--- src/rtl/debouncer_n_pkg.sv ---
// debouncer_n_pkg: shared helpers for the debouncer_n input conditioner
package debouncer_n_pkg;

   // Strobe pair {rise, fall} for an output that has just taken the value newLevel.
   function automatic logic [1:0] edgeStrobes(input logic newLevel);
      return {newLevel, ~newLevel};
   endfunction

endpackage

--- src/rtl/debounce_channel.sv ---
// debounce_channel: one synchronised, debounced input with rise/fall strobes
//   clk     in   system clock
//   resetN  in   asynchronous active-low reset
//   tick    in   count enable from the shared prescaler
//   in      in   raw asynchronous input
//   out     out  debounced level
//   rise    out  one-cycle pulse on out 0->1
//   fall    out  one-cycle pulse on out 1->0
module debounce_channel
   import debouncer_n_pkg::*;
#(
   parameter int   COUNTER_BITS = 5,
   parameter int   SYNC_STAGES  = 2,
   parameter logic RESET_VALUE  = 1'b1
) (
   input  logic clk,
   input  logic resetN,
   input  logic tick,
   input  logic in,
   output logic out,
   output logic rise,
   output logic fall
);
   localparam logic [COUNTER_BITS-1:0] CNT_MAX = '1;

   logic [SYNC_STAGES-1:0]  syncQ;
   logic [COUNTER_BITS-1:0] cnt;
   logic                    s;

   assign s = syncQ[SYNC_STAGES-1];

   // Any cycle where the synchronised input agrees with out throws away progress,
   // tick or not; only ticks seen while mismatched advance the count.
   always_ff @(posedge clk or negedge resetN)
      if (!resetN) begin
         syncQ <= {SYNC_STAGES{RESET_VALUE}};
         cnt   <= '0;
         out   <= RESET_VALUE;
         rise  <= 1'b0;
         fall  <= 1'b0;
      end else begin
         syncQ        <= {syncQ[SYNC_STAGES-2:0], in};
         {rise, fall} <= 2'b00;
         if (s == out)
            cnt <= '0;
         else if (tick) begin
            if (cnt != CNT_MAX)
               cnt <= cnt + COUNTER_BITS'(1);
            else begin
               out          <= s;
               cnt          <= '0;
               {rise, fall} <= edgeStrobes(s);
            end
         end
      end

endmodule

--- src/rtl/debouncer_n.sv ---
// debouncer_n: multi-channel synchroniser/debouncer with shared prescaler
//   clk     in   system clock
//   resetN  in   asynchronous active-low reset
//   in      in   [CHANNELS] raw asynchronous inputs
//   out     out  [CHANNELS] debounced levels
//   rise    out  [CHANNELS] one-cycle pulse when out[i] goes 0->1
//   fall    out  [CHANNELS] one-cycle pulse when out[i] goes 1->0
module debouncer_n
   import debouncer_n_pkg::*;
#(
   parameter int                  CHANNELS      = 2,
   parameter int                  COUNTER_BITS  = 5,
   parameter int                  SYNC_STAGES   = 2,
   parameter int                  PRESCALE_BITS = 0,
   parameter logic [CHANNELS-1:0] RESET_VALUE   = '1
) (
   input  logic                clk,
   input  logic                resetN,
   input  logic [CHANNELS-1:0] in,
   output logic [CHANNELS-1:0] out,
   output logic [CHANNELS-1:0] rise,
   output logic [CHANNELS-1:0] fall
);
   logic tick;

   generate
      if (PRESCALE_BITS == 0) begin : gNoPre
         assign tick = 1'b1;
      end else begin : gPre
         logic [PRESCALE_BITS-1:0] preCnt;
         logic                     tickQ;
         // Registered so the tick is glitch-free: one cycle in every 2^PRESCALE_BITS.
         always_ff @(posedge clk or negedge resetN)
            if (!resetN) begin
               preCnt <= '0;
               tickQ  <= 1'b0;
            end else begin
               preCnt <= preCnt + PRESCALE_BITS'(1);
               tickQ  <= &preCnt;
            end
         assign tick = tickQ;
      end
   endgenerate

   for (genvar g = 0; g < CHANNELS; g++) begin : gCh
      debounce_channel #(
         .COUNTER_BITS(COUNTER_BITS),
         .SYNC_STAGES (SYNC_STAGES),
         .RESET_VALUE (RESET_VALUE[g])
      ) uCh (
         .clk   (clk),
         .resetN(resetN),
         .tick  (tick),
         .in    (in[g]),
         .out   (out[g]),
         .rise  (rise[g]),
         .fall  (fall[g])
      );
   end

endmodule

--- config.mk ---
export PLATFORM = sky130hd
export DESIGN_NAME = debouncer_n
export DESIGN_NICKNAME = d
export VERILOG_FILES = /design/src/rtl/debouncer_n_pkg.sv /design/src/rtl/debounce_channel.sv /design/src/rtl/debouncer_n.sv
export SDC_FILE = /design/constraint.sdc
export NUM_CORES = 1
export LEC_CHECK = 0
export ABC_AREA = 1
export ABC_CLOCK_PERIOD_IN_PS = 1580
export BUFFER_PORTS_ARGS = -buffer_cell sky130_fd_sc_hd__buf_2
export CAP_MARGIN = 5
export CORE_MARGIN = 2
export CORE_UTILIZATION = 50
export DETAILED_ROUTE_END_ITERATION = 16
export PLACE_DENSITY_LB_ADDON = 0.3
export SYNTH_ARGS = -nofsm -noshare
export SYNTH_HDL_FRONTEND = slang
export SYNTH_SLANG_ARGS = --single-unit
--- constraint.sdc ---
create_clock -name clk -period 1.58 [get_ports clk]
set_clock_uncertainty 0.2 [all_clocks]
set_input_delay 0.079 -clock clk [delete_from_list [all_inputs] [get_ports clk]]
set_output_delay 0.079 -clock clk [all_outputs]
set_load 0.02 [all_outputs]
Word-level counts from Yosys, hierarchy flattened
Cells that the tools add are included.

storage, ports and cells
  logic and storage cells = 36
  flip-flop bits (word level) = 20
  output and inout port bits = 6

cells by class
  $add $sub $neg = 2
  reductions and logical operators = 2
  bitwise operators = 6
  muxes and demuxes = 12
  equality and inequality tests = 4

operators with widths
  operator                                                       number
  5-bit 2-to-1 mux                                               4
  5-bit by 1-bit adder with 5-bit output, second input constant  2
  5-bit != test, second input constant                           2
  1-bit 2-to-1 mux                                               8
  1-bit inverter                                                 6
  2-bit AND reduction                                            2
  1-bit == test                                                  2

Logic depth before layout (Yosys ltp)
  depth in word-level cells = 3
  mapped depth = 7

By module
A second synthesis with hierarchy kept.

second synthesis, totals
  cells, all modules = 124
  area, all modules = 999.7 µm²

modules (own cells, without submodules)
  module                         area an instance (µm²)  cells an instance  instances
  debounce_channel (gCh[0].uCh)  508.0                   62                 1
  debounce_channel (gCh[1].uCh)  488.0                   61                 1
  debouncer_n                    3.8                     1                  1

Least setup slack after synthesis
Ideal clock, no wire load.

  path kind = reg2reg
  start = reg gCh[1].uCh.cnt[0]
  end = reg gCh[1].uCh.cnt[3]
  path slack = 159 ps
  library setup time = 73 ps
  data arrival time = 1148 ps
  stages on the path, launching flop included = 8
  path through = dfrtp_1 > ha_1 > nand2_1 > nor2_1 > ha_1 > inv_1 > nand3_2 > a21oi_2

between the ends
  longest elaborated chain between the ends = 3

RTL lines
  item                                                                     RTL line                                        RTL
  start: declaration                                                       debounce_channel.sv:27                          logic [COUNTER_BITS-1:0] cnt;
  start signal: assignment                                                 debounce_channel.sv:48                          cnt <= cnt + COUNTER_BITS'(1);
  5-bit by 1-bit adder with 5-bit output or 5-bit != test (tied branches)  debounce_channel.sv:48, debounce_channel.sv:47
  5-bit 2-to-1 mux *                                                       debounce_channel.sv:47                          if (cnt != CNT_MAX)
  5-bit 2-to-1 mux *                                                       debounce_channel.sv:44                          if (s == out)

Every way passes the cells marked *; elsewhere a longest branch is shown, timed or not.
A chain may end at the register's enable or synchronous reset.

Worst setup path after layout
Ends and elaborated chain as after synthesis.

==> flow_summary_export.csv <==
group,metric,value,unit
outcome,status,"completed",
worst_setup_path,cpPeakStageDelay,0.43,ns
floorplan,die-height,44.89,um
worst_setup_path,path_max_fanout,4,
place,hpwlAfterDp,781.8,um
logic_synthesis,yosysTopAreaCell,"dfrtp_1",
floorplan,die_area,2015,um^2
worst_setup_path,arrival,1.51,ns
timing,final-hold-violation-count,0,
clocking,cts_tree,"built",
global_routing,antenna_found_initial,0,
timing,fmax,0.6756,GHz
global_routing,overflow,0,
routing,drc,0,
worst_setup_path,critPathSlowestCell,"dfrtp_1",
floorplan,rows,14,
logic_synthesis,synth.net_count,90,
routing,vias,512,
clocking,cts.path.max_buffers,2,
global_routing,grt_util_all_layers,13.40,%
logic_synthesis,synthAdderAreaFrac,5.988,%
logic_synthesis,ys_top_cells_by_area,"dfrtp_1 (42%), dfstp_2 (19%), nor2_1 (6.3%)",
routing,first_pass_iters,4,
worst_setup_path,cp_top_family,"flip-flops",
routing,viasPerCell,4.655,
worst_setup_path,cp_cell_sequence,"ha_2 > nand2_1 > nor2_1 > ha_1 > inv_2 > nand3_2 > a21oi_2",
global_routing,grt_pass1_vias,466,
min_path,min_path_type,"input pin to async pin",
timing,post-route-min-period,1.480,ns
timing,slew_viol_final,0,
logic_synthesis,synth_cells,82,
final_layout,finalNetCount,103,
floorplan,fp.coreArea,1541,um^2
floorplan,start_util,54.22,%
clocking,cts.clk_slew.worst_paths,0.11,ns
routing,final_antenna_net_count,0,
timing,tns,0,ns
place,gp_congestion,0.7571,
clocking,cts_root_buf,"clkbuf_4",
power,max-vdd-ir-drop,0.4832,mV
worst_setup_path,ff2ff_path_depth,7,
job,drv_cap,0,
clocking,htree_levels,1,
logic_synthesis,postSynthAreaPerCell,10.19,um^2
logic_synthesis,ys_ff_latch,20,
worst_setup_path,crit_buf_inv,1,
logic_synthesis,synth_compound_area_share,2.246,%
routing,drt-total-wl,1096,um
logic_synthesis,synth_xor_area_share,2.096,%
logic_synthesis,ys_types,16,
worst_setup_path,cp-start-kind,"flip-flop",
timing,setup_violations,0,
timing,relSlewSlack,71.12,%
worst_setup_path,worstPathRequired,1.61,ns
logic_synthesis,ys_seq_area_share,60.78,%
timing,finalCritPeriodShare,93.68,%
floorplan,die_w,44.89,um
power,p_per_area,948.7,nW/um^2
logic_synthesis,yosys.area.top_type_share,41.92,%
clocking,numCtsBuffers,3,
final_layout,drive_above_1_share,30.85,%
clocking,cts.sinks,20,
logic_synthesis,yosys.area_share.simple,18.11,%
global_routing,grt_max_degree,21,
logic_synthesis,synth.area.mux_share,0,%
final_layout,diodes,0,
worst_setup_path,crit_type,"flip-flop to flip-flop",
logic_synthesis,netlist_area,835.8,um^2
power,leakage,0.4721,nW
floorplan,pin_count,10,
final_layout,area_delta_synth_final,12.43,%
logic_synthesis,synth_warnings,0,
timing,worst_pin_slew,0.4331,ns
routing,routedWlPerCell,9.964,um
place,io_buffers,9,
worst_setup_path,end_kind,"flip-flop",
timing,rsz0062_at_grt,"no",
global_routing,grt_pass1_wl,1918,um
clocking,insertion_delay,0.29,ns
worst_setup_path,path_depth,7,
final_layout,final_cell_mix,"nor2_1 (14), dfrtp_1 (14), nand2_1 (13)",
power,p_total,0.8915,mW
routing,drt_iter0_drc,13,
final_layout,fill_cells,135,
logic_synthesis,synth_top_family_by_area,"simple AND/OR/NAND/NOR gates",
cells by family (layout without fill, tap and decap cells):
logic type                 after synthesis  count (layout)
buffers and inverters                   18              30
AOI/OAI and AO/OA                        3               3
xor gates and xnor gates                 2               2
adders and majority gates                4               4
and+or+nand+nor                         35              35
DFF                                     20              20
flip-flops by register name, indices dropped and copies added (netlist names):
name and flops:
gCh.uCh.cnt 10, gCh.uCh.fall 2, gCh.uCh.out 2, gCh.uCh.rise 2, gCh.uCh.syncQ 4
per-layer routing:
metal  global-route usage (%)  vias up  routed length [um]
met2                    19.71       13                 463
li1                         -      269                   -
met3                    3.600        2                  48
met4                    7.059        0                   9
met5                        0        -                   0
met1                    18.21      228                 574
report_power, final:
part           leakage (nW)  internal [mW]  switching (mW)
Sequential            0.253          0.534          0.0148
Clock                0.0210          0.140           0.145
Combinational         0.198         0.0269          0.0306
Total                 0.472          0.701           0.191
stage by stage:
stage | cell area (um^2) | hold slack, ns | setup slack, ns | util [%] | cells
floorplan | 835.8 | -0.4166 | 0.1587 | - | 82
global placement | 855.8 | -0.1638 | 0.09136 | 55.52 | 101
detailed placement | 855.8 | -0.1582 | 0.04970 | 55.52 | 101
CTS | 922.1 | 0.04868 | 0.03485 | 59.82 | 108
global route | 939.7 | 0.07610 | 0.002087 | 60.96 | 110
finish | 939.7 | 0.04870 | 0.09983 | 60.96 | 110
final cells by class:
class | count | area (um^2) | share of cell area [%]
repair buffers | 14 | 90.09 | 9.587
multi-input cells | 44 | 240.2 | 25.57
flip-flops and latches | 20 | 508.0 | 54.06
inverters | 12 | 45.04 | 4.794
clock buffers | 4 | 36.28 | 3.862
well taps | 16 | 20.02 | 2.130
cells in the mapped netlist:
master	n
nand2_1	13
o21ai_0	2
nand3_2	1
a21oi_2	1
dfstp_2	6
ha_1	4
nand3_1	2
buf_4	6
inv_1	11
inv_2	1
nor3_1	1
xnor2_1	2
nand4_1	2
nor2_1	14
nand2_2	2
dfrtp_1	14
final timing paths:
check	end	startpoint	slack [ns]
worst max-delay path	gCh[1].uCh.cnt[3]	gCh[1].uCh.cnt[0]	0.1
worst min-delay path	gCh[0].uCh.cnt[1]	resetN	0.05
worst max register to register	gCh[1].uCh.cnt[3]	gCh[1].uCh.cnt[0]	0.1
worst min register to register	gCh[0].uCh.syncQ[1]	gCh[0].uCh.syncQ[0]	0.16
max in group asynchronous	gCh[1].uCh.syncQ[1]	resetN	0.80
min in group clk	gCh[0].uCh.syncQ[1]	gCh[0].uCh.syncQ[0]	0.16
what timing repair did:
item                                    4_1_cts  5_1_grt
endpoints found under the hold margin        22        0
endpoints found under the setup margin        0        8
setup buffers                                 0        2
gates resized for setup                       0        3
hold buffers                                  3        0
Power figures use the tool's default switching activity.
